**src/rtl/ex_flag_branch_pkg.sv**
```systemverilog
// Shared encodings for the EX-stage flag/branch block: ALU op codes, branch
// condition codes, FSM states and the per-op flag-update class.
package ex_flag_branch_pkg;

   localparam logic [2:0] ALU_ADD = 3'd0;
   localparam logic [2:0] ALU_SUB = 3'd1;
   localparam logic [2:0] ALU_AND = 3'd2;
   localparam logic [2:0] ALU_NOR = 3'd3;
   localparam logic [2:0] ALU_SLL = 3'd4;
   localparam logic [2:0] ALU_SRL = 3'd5;
   localparam logic [2:0] ALU_SRA = 3'd6;
   localparam logic [2:0] ALU_LHB = 3'd7;

   localparam logic [2:0] BR_NE  = 3'd0;
   localparam logic [2:0] BR_EQ  = 3'd1;
   localparam logic [2:0] BR_GT  = 3'd2;
   localparam logic [2:0] BR_LT  = 3'd3;
   localparam logic [2:0] BR_GE  = 3'd4;
   localparam logic [2:0] BR_LE  = 3'd5;
   localparam logic [2:0] BR_OV  = 3'd6;
   localparam logic [2:0] BR_ALW = 3'd7;

   typedef enum logic [1:0] {
      ST_RUN      = 2'd0,
      ST_REDIRECT = 2'd1,
      ST_SQUASH   = 2'd2
   } state_e;

   typedef enum logic [1:0] {
      FLAG_NONE = 2'd0,
      FLAG_Z    = 2'd1,
      FLAG_ZVN  = 2'd2
   } flag_class_e;

   function automatic flag_class_e flag_class(input logic [2:0] op);
      flag_class_e fc;
      case (op)
         ALU_ADD, ALU_SUB:                            fc = FLAG_ZVN;
         ALU_AND, ALU_NOR, ALU_SLL, ALU_SRL, ALU_SRA: fc = FLAG_Z;
         default:                                     fc = FLAG_NONE;
      endcase
      return fc;
   endfunction

endpackage

```
**src/rtl/ex_flag_branch_br_cond_eval.sv**
```systemverilog
// Combinational branch-condition evaluator: committed flags plus a condition
// code give the taken decision.
module br_cond_eval
   import ex_flag_branch_pkg::*;
(
   input  logic       flag_z,
   input  logic       flag_v,
   input  logic       flag_n,
   input  logic [2:0] br_cond,
   output logic       taken
);

   always_comb begin
      taken = 1'b0;
      case (br_cond)
         BR_NE:   taken = ~flag_z;
         BR_EQ:   taken = flag_z;
         BR_GT:   taken = ~flag_z & ~flag_n;
         BR_LT:   taken = flag_n;
         BR_GE:   taken = flag_z | ~flag_n;
         BR_LE:   taken = flag_n | flag_z;
         BR_OV:   taken = flag_v;
         default: taken = 1'b1;
      endcase
   end

endmodule

```
**src/rtl/ex_flag_branch.sv**
```systemverilog
// EX-stage flag register, branch resolution with registered redirect/squash,
// and EX/MEM result register. Optional branch counters under EXF_BR_PERF_EN.
module ex_flag_branch
   import ex_flag_branch_pkg::*;
#(
   parameter int SQUASH_CYCLES = 2,
   parameter int DW            = 16
) (
   input  logic          clk,
   input  logic          rst_n,
   input  logic          stall_i,
   input  logic          ex_valid,
   input  logic [2:0]    alu_op,
   input  logic [DW-1:0] alu_dst,
   input  logic          alu_ov,
   input  logic          alu_zr,
   input  logic          is_branch,
   input  logic [2:0]    br_cond,
   input  logic [DW-1:0] br_target,
   output logic          flag_z,
   output logic          flag_v,
   output logic          flag_n,
   output logic          br_taken,
   output logic [DW-1:0] br_pc,
   output logic          flush,
   output logic [DW-1:0] exm_dst,
`ifdef EXF_BR_PERF_EN
   output logic [15:0]   br_total_cnt,
   output logic [15:0]   br_taken_cnt,
`endif
   output logic          exm_valid
);

   localparam logic [2:0] SQUASH_INIT = 3'(SQUASH_CYCLES - 1);

   state_e        state_q, state_d;
   logic [2:0]    cnt_q, cnt_d;
   logic          z_q, z_d, v_q, v_d, n_q, n_d;
   logic          br_taken_q, br_taken_d;
   logic          flush_q, flush_d;
   logic [DW-1:0] br_pc_q, br_pc_d;
   logic [DW-1:0] exm_dst_q, exm_dst_d;
   logic          exm_valid_q, exm_valid_d;
   logic          cond_taken;
   logic          accept_br;

   br_cond_eval u_br_cond_eval (
      .flag_z  (z_q),
      .flag_v  (v_q),
      .flag_n  (n_q),
      .br_cond (br_cond),
      .taken   (cond_taken)
   );

   assign accept_br = ~stall_i & ex_valid & is_branch & (state_q == ST_RUN);

   // Everything holds under stall; strobes and exm_valid fall otherwise.
   always_comb begin
      state_d     = state_q;
      cnt_d       = cnt_q;
      z_d         = z_q;
      v_d         = v_q;
      n_d         = n_q;
      br_taken_d  = br_taken_q;
      flush_d     = flush_q;
      br_pc_d     = br_pc_q;
      exm_dst_d   = exm_dst_q;
      exm_valid_d = exm_valid_q;
      if (!stall_i) begin
         br_taken_d  = 1'b0;
         flush_d     = 1'b0;
         exm_valid_d = 1'b0;
         case (state_q)
            ST_RUN: begin
               if (ex_valid && is_branch) begin
                  if (cond_taken) begin
                     state_d    = ST_REDIRECT;
                     br_taken_d = 1'b1;
                     flush_d    = 1'b1;
                     br_pc_d    = br_target;
                  end
               end else if (ex_valid) begin
                  exm_valid_d = 1'b1;
                  exm_dst_d   = alu_dst;
                  case (flag_class(alu_op))
                     FLAG_ZVN: begin
                        z_d = alu_zr;
                        v_d = alu_ov;
                        n_d = alu_dst[DW-1];
                     end
                     FLAG_Z:  z_d = alu_zr;
                     default: ;
                  endcase
               end
            end
            ST_REDIRECT: begin
               if (SQUASH_CYCLES == 1) begin
                  state_d = ST_RUN;
               end else begin
                  state_d = ST_SQUASH;
                  cnt_d   = SQUASH_INIT;
               end
            end
            ST_SQUASH: begin
               cnt_d = cnt_q - 3'd1;
               if (cnt_q <= 3'd1) state_d = ST_RUN;
            end
            default: state_d = ST_RUN;
         endcase
      end
   end

   always_ff @(posedge clk or negedge rst_n) begin
      if (!rst_n) begin
         state_q     <= ST_RUN;
         cnt_q       <= 3'd0;
         z_q         <= 1'b0;
         v_q         <= 1'b0;
         n_q         <= 1'b0;
         br_taken_q  <= 1'b0;
         flush_q     <= 1'b0;
         br_pc_q     <= '0;
         exm_dst_q   <= '0;
         exm_valid_q <= 1'b0;
      end else begin
         state_q     <= state_d;
         cnt_q       <= cnt_d;
         z_q         <= z_d;
         v_q         <= v_d;
         n_q         <= n_d;
         br_taken_q  <= br_taken_d;
         flush_q     <= flush_d;
         br_pc_q     <= br_pc_d;
         exm_dst_q   <= exm_dst_d;
         exm_valid_q <= exm_valid_d;
      end
   end

`ifdef EXF_BR_PERF_EN
   logic [15:0] br_total_cnt_q, br_total_cnt_d;
   logic [15:0] br_taken_cnt_q, br_taken_cnt_d;

   always_comb begin
      br_total_cnt_d = br_total_cnt_q;
      br_taken_cnt_d = br_taken_cnt_q;
      if (accept_br && br_total_cnt_q != 16'hFFFF)
         br_total_cnt_d = br_total_cnt_q + 16'd1;
      if (accept_br && cond_taken && br_taken_cnt_q != 16'hFFFF)
         br_taken_cnt_d = br_taken_cnt_q + 16'd1;
   end

   always_ff @(posedge clk or negedge rst_n) begin
      if (!rst_n) begin
         br_total_cnt_q <= 16'd0;
         br_taken_cnt_q <= 16'd0;
      end else begin
         br_total_cnt_q <= br_total_cnt_d;
         br_taken_cnt_q <= br_taken_cnt_d;
      end
   end

   assign br_total_cnt = br_total_cnt_q;
   assign br_taken_cnt = br_taken_cnt_q;
`else
   logic unused_accept_br;
   assign unused_accept_br = accept_br;
`endif

   assign flag_z    = z_q;
   assign flag_v    = v_q;
   assign flag_n    = n_q;
   assign br_taken  = br_taken_q;
   assign flush     = flush_q;
   assign br_pc     = br_pc_q;
   assign exm_dst   = exm_dst_q;
   assign exm_valid = exm_valid_q;

endmodule

```
**config.mk**
```make
export PLATFORM = sky130hd
export DESIGN_NAME = ex_flag_branch
export DESIGN_NICKNAME = d
export VERILOG_FILES = /design/src/rtl/ex_flag_branch_pkg.sv /design/src/rtl/ex_flag_branch_br_cond_eval.sv /design/src/rtl/ex_flag_branch.sv
export SDC_FILE = /design/constraint.sdc
export NUM_CORES = 1
export LEC_CHECK = 0
export CAP_MARGIN = 20
export CORE_ASPECT_RATIO = 1.2
export CORE_MARGIN = 2
export CORE_UTILIZATION = 38
export DETAILED_ROUTE_END_ITERATION = 10
export PLACE_DENSITY = 0.76
export SYNTH_ARGS = -nofsm -noshare
export SYNTH_HDL_FRONTEND = slang
export SYNTH_HIERARCHICAL = 1
export SYNTH_SLANG_ARGS = --single-unit
```
**constraint.sdc**
```tcl
create_clock -name clk -period 1.75 [get_ports clk]
set_clock_uncertainty 0.1 [all_clocks]
set_input_delay 0.35 -clock clk [delete_from_list [all_inputs] [get_ports clk]]
set_output_delay 0.35 -clock clk [all_outputs]
set_load 0.02 [all_outputs]
```
; ---- Word level (Yosys, flattened, before mapping)
; Cells that the tools add are included.
[op_classes]
addsub = 1
magnitude_cmp = 1
eq_ne = 19
muxes = 17
bitwise_logic = 7
reduce_logical = 14
[ops]
columns = operator, n
row1 = $eq 3x3->1 const B, 6
row2 = $mux 2, 7
row3 = $eq 3x2->1 const B, 4
row4 = $reduce_and 4->1, 3
row5 = $reduce_and 5->1, 2
row6 = $pmux 1 s7, 1
row7 = $eq 3x1->1 const B, 2
row8 = $logic_not 3->1, 2
row9 = $mux 1, 6
row10 = $pmux 2 s3, 1
row11 = $pmux 3 s2, 1
row12 = $reduce_or 5->1, 1
row13 = $eq 2x1->1 const B, 2
row14 = $eq 2x2->1 const B, 2
row15 = $ne 2x2->1 const B, 2
row16 = $not 1->1, 4
row17 = $pmux 2 s2, 1
row18 = $reduce_or 2->1, 2
row19 = $le 3x1->1 const B, 1
row20 = $sub 3x1->3 const B, 1
row21 = $logic_not 2->1, 1
row22 = $ne 2x1->1 const B, 1
row23 = $or 1x1->1, 2
row24 = $reduce_and 2->1, 1
row25 = other kinds (3), 3
[word_totals]
reg_bits = 42
in_bits = 45
out_inout_bits = 38
word_cells = 68

; ---- Depth between registers and ports, before layout
; Gate-level depths: netlist of run 1.
[logic_depth]
depth_word = 10
depth_mapped = 7
depth_no_buf = 6

; ---- Modules after synthesis
; The synthesis of run 1 kept the hierarchy.
[modules_own_cells]
columns = mod, n_inst, cells_per_inst, area_per_inst_um2, seq_area_each_um2
row1 = ex_flag_branch, 1, 121, 1834.3, 1051.0
row2 = br_cond_eval, 1, 8, 67.6, 0.0

; ---- Least setup slack after synthesis of run 1
; Ideal clock, no wire load.
[synth_path]
path_type = reg-to-reg
startpoint = reg n_q (netlist: flag_n)
endpoint = reg br_pc_q[0] (netlist: br_pc[0])
setup_time_ns = 0.125
arrival_ns = 1.788
required_ns = 1.525
slack_ns = -0.264
stages_incl_launch_ff = 8
path_buffers = 1
synth_period_minus_slack_ns = 2.014
path_cell_list = dfrtp_1 -> a211oi_1 -> a311oi_2 -> a21oi_1 -> nand2_4 -> nor2_8 -> buf_12 -> mux2_4
[synth_between]
elab_chain_cells = 4
word_cells_on_any_way = 6
cone_classes = mux: 1 / bitwise: 4 / reduce/logical: 1
[synth_rtl]
columns = item, line_no
row1 = from (decl), ex_flag_branch.sv:38  ; logic z_q, z_d, v_q, v_d, n_q, n_d;
row2 = from (signal assigned), ex_flag_branch.sv:130  ; n_q <= n_d;
row3 = $not 1->1, "ex_flag_branch_br_cond_eval.sv:18, ex_flag_branch_br_cond_eval.sv:20"
row4 = $or 1x1->1 / $and 1x1->1 (equally long branches), "ex_flag_branch_br_cond_eval.sv:20, ex_flag_branch_br_cond_eval.sv:18"
row5 = $pmux 1 s7 *, ex_flag_branch_br_cond_eval.sv:15  ; case (br_cond)
row6 = net cond_taken, ex_flag_branch.sv:44  ; logic cond_taken;
row7 = $reduce_and 4->1 (no line) *, -
row8 = to (signal assigned), ex_flag_branch.sv:133  ; br_pc_q <= br_pc_d;
row9 = to (decl), ex_flag_branch.sv:41  ; logic [DW-1:0] br_pc_q, br_pc_d;
; The timed path passes the listed nets; every way through them passes the cells marked *.
; A chain may end at the register's enable or synchronous reset.

; ---- Final worst setup path of run 1
[layout_path]
startpoint = reg z_q (netlist: flag_z)
endpoint = reg br_pc_q[5] (netlist: br_pc[5])
[layout_between]
elab_chain_cells = 4
word_cells_on_any_way = 6
cone_classes = mux: 1 / bitwise: 4 / reduce/logical: 1
[layout_rtl]
columns = item, line_no
row1 = from (decl), ex_flag_branch.sv:38
row2 = from (signal assigned), ex_flag_branch.sv:128  ; z_q <= z_d;
row3 = $not 1->1, "ex_flag_branch_br_cond_eval.sv:16, ex_flag_branch_br_cond_eval.sv:18"
row4 = $and 1x1->1, ex_flag_branch_br_cond_eval.sv:18  ; BR_GT: taken = ~flag_z & ~flag_n;
row5 = $pmux 1 s7 *, ex_flag_branch_br_cond_eval.sv:15
row6 = net cond_taken, ex_flag_branch.sv:44
row7 = $reduce_and 4->1 (no line) *, -
; Marks and branches as above.

==> impl_metrics.tcl, run 1 <==
set metrics [dict create \
    leakagePower_nw 1.68 \
    synthAdderAreaFrac_pct 3.95 \
    layout_commonest_cell "clkdlybuf4s50_1" \
    grt_pass1_vias 1539 \
    mostFrequentLayoutCells "50 x clkdlybuf4s50_1, 40 x dfrtp_1, 25 x mux2_4, 24 x dlymetal6s2s_1, 14 x buf_4" \
    async_flop_share_pct 100 \
    overflow 0 \
    status "finished with violations" \
    peakVddDrop_v 0.000968 \
    fmax_ghz 0.538 \
    grt_use_total_pct 17.4 \
    die_h_um 81.5 \
    antenna_found_initial 0 \
    syn_nets 180 \
    cts_sinks 42 \
    r2r_end "br_pc[5]" \
    synth-seq-cells 42 \
    synth_flop_cell "dfrtp_1" \
    drv_cap 0 \
    worstPathRequired_ps 1840 \
    clockBufferDepth 2 \
    end_kind "register" \
    syn_area_per_cell_um2 14.7 \
    hpwl_mm 3.08 \
    grt_start_max_net_pins 43 \
    nNetsFinal 287 \
    cts_root_buf "clkbuf_8" \
    ys_seq_area_share_pct 55.3 \
    synth_xor_xnor_area_share_pct 0 \
    power_density_nw_per_um2 1550 \
    cp_max_fo 8 \
    setup-violations-final 18 \
    antenna_cells 0 \
    worstSetupStartpointType "register" \
    port_buffers 82 \
    r2r-start "flag_z" \
    grt_pass1_wl_mm 7.05 \
    cts-htree-levels 2 \
    r2r_setup_slack_ps -110 \
    drv_slew 0 \
    rsz0062_at_grt "yes" \
    tightest_slew_ps 317 \
    synth_cell_type_count 28 \
    synth_top_family_by_area "multiplexers" \
    arrival_ps 1940 \
    fp-row-count 28 \
    postRouteAntennaNets 0 \
    syn_to_final_growth_pct 69.5 \
    dieWidth_um 68.6 \
    fin_crit_sh_pct 106 \
    maxSlewHeadroom_pct 78.8 \
    fin_area_um2 3220 \
    fillCellCount 354 \
    path_clk_slew_ps 80 \
    netlist_area_um2 1900 \
    crit_type "register to register" \
    violations "negative setup slack" \
    synth-simple-area-share_pct 8.88 \
    synth_edf_count 0 \
    post-route-drc-count 0 \
    synth_mux_area_share_pct 24.3 \
    r2r_cells 6 \
    drt_pass1_iterations 4 \
    hold_class "register to register" \
    holdCritStartpoint "exm_valid" \
    postPlaceCellArea_um2 2900 \
    routed_wl_mm 4.64 \
    finalCriticalPeriod_ps 1860 \
    finalWorstSetupSlack_ps -107 \
    via_per_inst 4.74 \
    first_iter_violations 22 \
    start_util_pct 39.1 \
    synth_compound_area_share_pct 4.80 \
    holdPathStages 1 \
    core_area_um2 4870 \
    clk_latency_ps 300 \
    cts_tree "yes" \
    place_congestion 0.754 \
    synthCells 129 \
    tns_ps -1490 \
    ys_warn_count 6 \
    die_area_um2 5590 \
    drive_gt1_share_pct 35.0 \
    routed-via-count 1408 \
    ios 83 \
    min_to "exm_valid" \
    hold_viol 0 \
    wl_per_cell_um 15.6 \
    cts_buffers 5 \
]
==> cells by family (layout without fill, tap and decap cells) <==
group	after synthesis	in the layout
adder cells (fa/ha/maj)	6	6
AND/OR/NAND/NOR	22	23
multiplexers	38	38
AO/OA/AOI/OAI	14	14
flip-flops	42	42
buffers and inverters	7	114
==> synthesized netlist by cell type (all sizes together) (2+ instances only) <==
master | instances | area (µm²)
a21o | 2 | 16.3
a21oi | 3 | 15.0
buf | 3 | 38.8
dfrtp | 42 | 1050
ha | 6 | 75.1
inv | 4 | 15.0
mux2 | 38 | 462
nand2 | 6 | 30.0
nand2b | 3 | 18.8
nand3 | 2 | 10.0
nor2 | 4 | 47.6
o21ai | 6 | 30.0
==> layout make-up <==
cell class	instances	area [µm²]	area share [%]
Tap cell	60	75.1	2.33
Timing Repair Buffer	102	1080	33.6
Clock inverter	2	12.5	0.388
Clock buffer	6	82.6	2.56
Sequential cell	42	1050	32.7
Multi-Input combinational cell	81	902	28.0
Inverter	4	15.0	0.466
==> through the flow <==
stage / hold slack (ps) / total power, W / util [%] / setup slack, ps / std cells
finish: 394 / 0.00499 / 66.2 / -107 / 297
CTS: 406 / 0.00488 / 62.3 / -145 / 294
global placement: 242 / 0.00414 / 59.5 / -619 / 283
global route: 422 / 0.00528 / 66.2 / -198 / 297
floorplan: -45.6 / 0.00294 / - / -163 / 129
detailed placement: 243 / 0.00417 / 59.5 / -695 / 283
==> worst max path at each step <==
| stage | endpoint | start |
|---|---|---|
| 2_1_floorplan | br_pc[0] | flag_z |
| 3_3_place_gp | br_pc[9] | br_cond[1] |
| 3_5_place_dp | br_pc[9] | br_cond[1] |
| 4_1_cts | br_pc[5] | flag_n |
| 5_1_grt | br_pc[1] | flag_z |
| 6_report | br_pc[5] | flag_z |
==> per-layer routing <==
metal  vias up  wire length [µm]  GRT usage [%]
met3         5               361           6.44
met5         -                 0              0
met2        65              2250           28.2
li1        669                 -              -
met4         0                95           7.20
met1       669              1940           20.5
==> power breakdown <==
| group | internal [W] | total [W] | switching, W |
|---|---|---|---|
| clock | 0.000317 | 0.000659 | 0.000342 |
| combinational | 0.00151 | 0.00263 | 0.00112 |
| sequential | 0.00142 | 0.00170 | 0.000280 |
| total | 0.00324 | 0.00499 | 0.00175 |
==> worst max-delay path, cell delays in order (launching register included) <==
cell,delay [ps]
dfrtp_2,450
or3b_1,380
a311oi_2,230
a21oi_2,90
nand2_4,120
nor2_4,90
mux2_4,300
==> state kept, by name, indices dropped and copies added, names as in the netlist, 2 cells and up <==
signal and count:
cnt_q 3, state_q 2, br_pc 16, exm_dst 16
==> what timing repair did <==
action / CTS / global route
cloned: 1 / 2
endpoints found under the setup margin: 24 / 55
hold endpoints to repair: 42 / 0
buffers inserted: 1 / 1
hold buffers: 1 / 0
pin swaps: 6 / 4
gates resized for setup: 13 / 44
(Power assumes the default switching activity.)
==> inputs of run 2 (changes only) <==
--- a/config.mk
+++ b/config.mk
@@ -5,11 +5,13 @@
 export SDC_FILE = /design/constraint.sdc
 export NUM_CORES = 1
 export LEC_CHECK = 0
+export ABC_AREA = 1
 export CAP_MARGIN = 20
 export CORE_ASPECT_RATIO = 1.2
 export CORE_MARGIN = 2
 export CORE_UTILIZATION = 38
 export DETAILED_ROUTE_END_ITERATION = 10
+export GPL_TIMING_DRIVEN = 0
 export PLACE_DENSITY = 0.76
 export SYNTH_ARGS = -nofsm -noshare
 export SYNTH_HDL_FRONTEND = slang
==> impl_metrics.tcl, run 2 <==
set metrics [dict create \
    grt_pass1_vias 1734 \
    worstSetupStartpointType "register" \
    netlist_area_um2 1960 \
    cts_sinks 42 \
    status "finished, final reports clean" \
    syn_area_per_cell_um2 8.50 \
    hold_class "register to register" \
    finalCriticalPeriod_ps 1710 \
    synth_cell_type_count 21 \
    drt_pass1_iterations 4 \
    postRouteAntennaNets 0 \
    r2r_cells 11 \
    yosysTopAreaCell "dfrtp_1" \
    setup-violations-final 0 \
    end_kind "primary output" \
    layout_commonest_cell "nand2_1" \
    synth_flop_cell "dfrtp_1" \
    r2r_end "br_pc[4]" \
    wl_per_cell_um 10.9 \
    final_core_utilization_pct 61.1 \
    cp-endpoint "br_pc[9]" \
    synth_edf_count 0 \
    drive_gt1_share_pct 9.29 \
    synthDominantCellAreaShare_pct 53.7 \
    synth.top_cells.by_count "95 x nand2_1, 42 x dfrtp_1, 31 x inv_1, 15 x o21ai_0, 11 x nor2_1" \
    leakagePower_nw 1.76 \
    routed-via-count 1709 \
    power_density_nw_per_um2 1470 \
    r2r_setup_slack_ps 160 \
    dieWidth_um 69.5 \
    rsz0062_at_grt "no" \
    ys_seq_area_share_pct 53.7 \
    via_per_inst 4.46 \
    critical_path.cell_chain "clkdlybuf4s50_1" \
    first_iter_violations 36 \
    crit_type "register to primary output" \
    overflow 0 \
    synthCells 230 \
    core_area_um2 4940 \
    grt_start_max_net_pins 23 \
    antenna_found_initial 0 \
    critPathBufInv 1 \
    cp_slowest_cell "clkdlybuf4s50_1" \
    synth.area.top_cells "dfrtp_1 54%, nand2_1 18%, inv_1 6.0%" \
    maxSlewHeadroom_pct 64.8 \
    die_h_um 82.6 \
    ios 83 \
    cts-htree-levels 2 \
    syn_nets 281 \
    hold_viol 0 \
    post-route-drc-count 0 \
    tightest_slew_ps 528 \
    hpwl_mm 3.24 \
    grt_use_total_pct 16.1 \
    fin_crit_sh_pct 97.4 \
    async_flop_share_pct 100 \
    whs_ps 370 \
    critical_path.max_stage_delay_ps 610 \
    synth.most_common_cell "nand2_1" \
    syn_to_final_growth_pct 54.4 \
    port_buffers 82 \
    cp_num_cells 1 \
    drv_cap 0 \
    mostFrequentLayoutCells "95 x nand2_1, 57 x clkdlybuf4s50_1, 42 x dfrtp_1, 31 x inv_1, 19 x dlymetal6s2s_1" \
    clk_latency_ps 290 \
    clockBufferDepth 2 \
    nNetsFinal 374 \
    r2r-start "flag_z" \
    fmax_ghz 0.586 \
    drv_slew 0 \
    cts_buffers 5 \
    crit_path_start "br_pc[9]" \
    die_area_um2 5740 \
    cts_tree "yes" \
    holdPathStages 2 \
    arrival_ps 1260 \
    start_util_pct 39.6 \
    antenna_cells 0 \
    cp_max_fo 2 \
    grt_pass1_wl_mm 7.38 \
    peakVddDrop_v 0.000791 \
    cp_top_family "buffers and inverters" \
    routed_wl_mm 4.19 \
    place_congestion 0.754 \
    synth-seq-cells 42 \
    cts_root_buf "clkbuf_8" \
    fp-row-count 28 \
    ys_warn_count 6 \
    worstPathRequired_ps 1300 \
    path_clk_slew_ps 80 \
]
## run 2: power by group
group,internal [W],total [W],switching [W]
combinational,0.00103,0.00221,0.00117
sequential,0.00140,0.00163,0.000233
clock,0.000274,0.000592,0.000318
## run 2: timing repair
action	in CTS	in global routing
endpoints found under the setup margin	12	20
setup buffers	2	0
hold buffers	1	0
endpoints found under the hold margin	21	0
pin swaps	2	1
resized for setup	5	19
## run 2: per-stage QoR
stage	total power, W	std cells	setup TNS [ps]	cell area, µm²	worst slack (ps)
after floorplan	0.00286	230	0	1960	143
after global placement	0.00388	372	-42590	2850	-885
after detailed placement	0.00394	373	-6180	2870	-397
after CTS	0.00454	383	0	2970	8.86
after global routing	0.00477	383	0	3020	0.252
final	0.00443	383	0	3020	44.8
## run 2: worst min path at each step
stage                     startpoint         end  slack, ps
after CTS                   br_pc[6]    br_pc[6]        380
after floorplan                rst_n    br_pc[0]        -50
after global routing        br_pc[6]    br_pc[6]        390
after detailed placement       rst_n  state_q[1]        260
final                      br_pc[15]   br_pc[15]        370
after global placement     br_pc[13]   br_pc[13]        350
## run 2: cells by family (layout without fill, tap and decap cells)
family	Yosys count	after routing	synth area share, %
simple gates	116	116	24.1
flops	42	42	53.7
buf+inv	40	133	10.2
compound gates	26	26	8.06
fa+ha+maj	6	6	3.84
## run 2: layout make-up
| type | count | area (µm²) |
|---|---|---|
| multi-input cells | 148 | 704 |
| clock buffers | 6 | 72.6 |
| plain buffers | 7 | 73.8 |
| flip-flops and latches | 42 | 1050 |
| well taps | 60 | 75.1 |
| inverters | 33 | 126 |
| clock inverters | 1 | 7.51 |
| repair buffers | 86 | 910 |
| fillers | 455 | 1920 |
## run 2: per-layer routing
layer	up-vias	track usage, %	wire length, µm	part of all wire, %
met5	-	0	0	0
met4	0	4.71	55	1.3
met3	5	5.83	319	7.6
met2	58	29.2	2100	50
met1	769	17.8	1710	41
li1	877	-	-	-
## run 2: worst reg2reg max path: stages (launching register included)
cell and delay [ps]:
dfrtp_1 420, nand2_1 100, nand2_1 50, nor2_1 80, nand2_1 60, nand2_1 90, nand3_2 120, nor2_8 150
inv_4 70, buf_6 140, nand2_1 50, nand2_1 50
==> inputs of run 3 (changes only) <==
--- a/config.mk
+++ b/config.mk
@@ -10,6 +10,7 @@
 export CORE_ASPECT_RATIO = 1.2
 export CORE_MARGIN = 2
 export CORE_UTILIZATION = 38
+export CTS_CLUSTER_DIAMETER = 60
 export DETAILED_ROUTE_END_ITERATION = 10
 export GPL_TIMING_DRIVEN = 0
 export PLACE_DENSITY = 0.76
==> results of run 3 <==
Same layout as run 2: the final DEF is identical, and so are final timing and power.
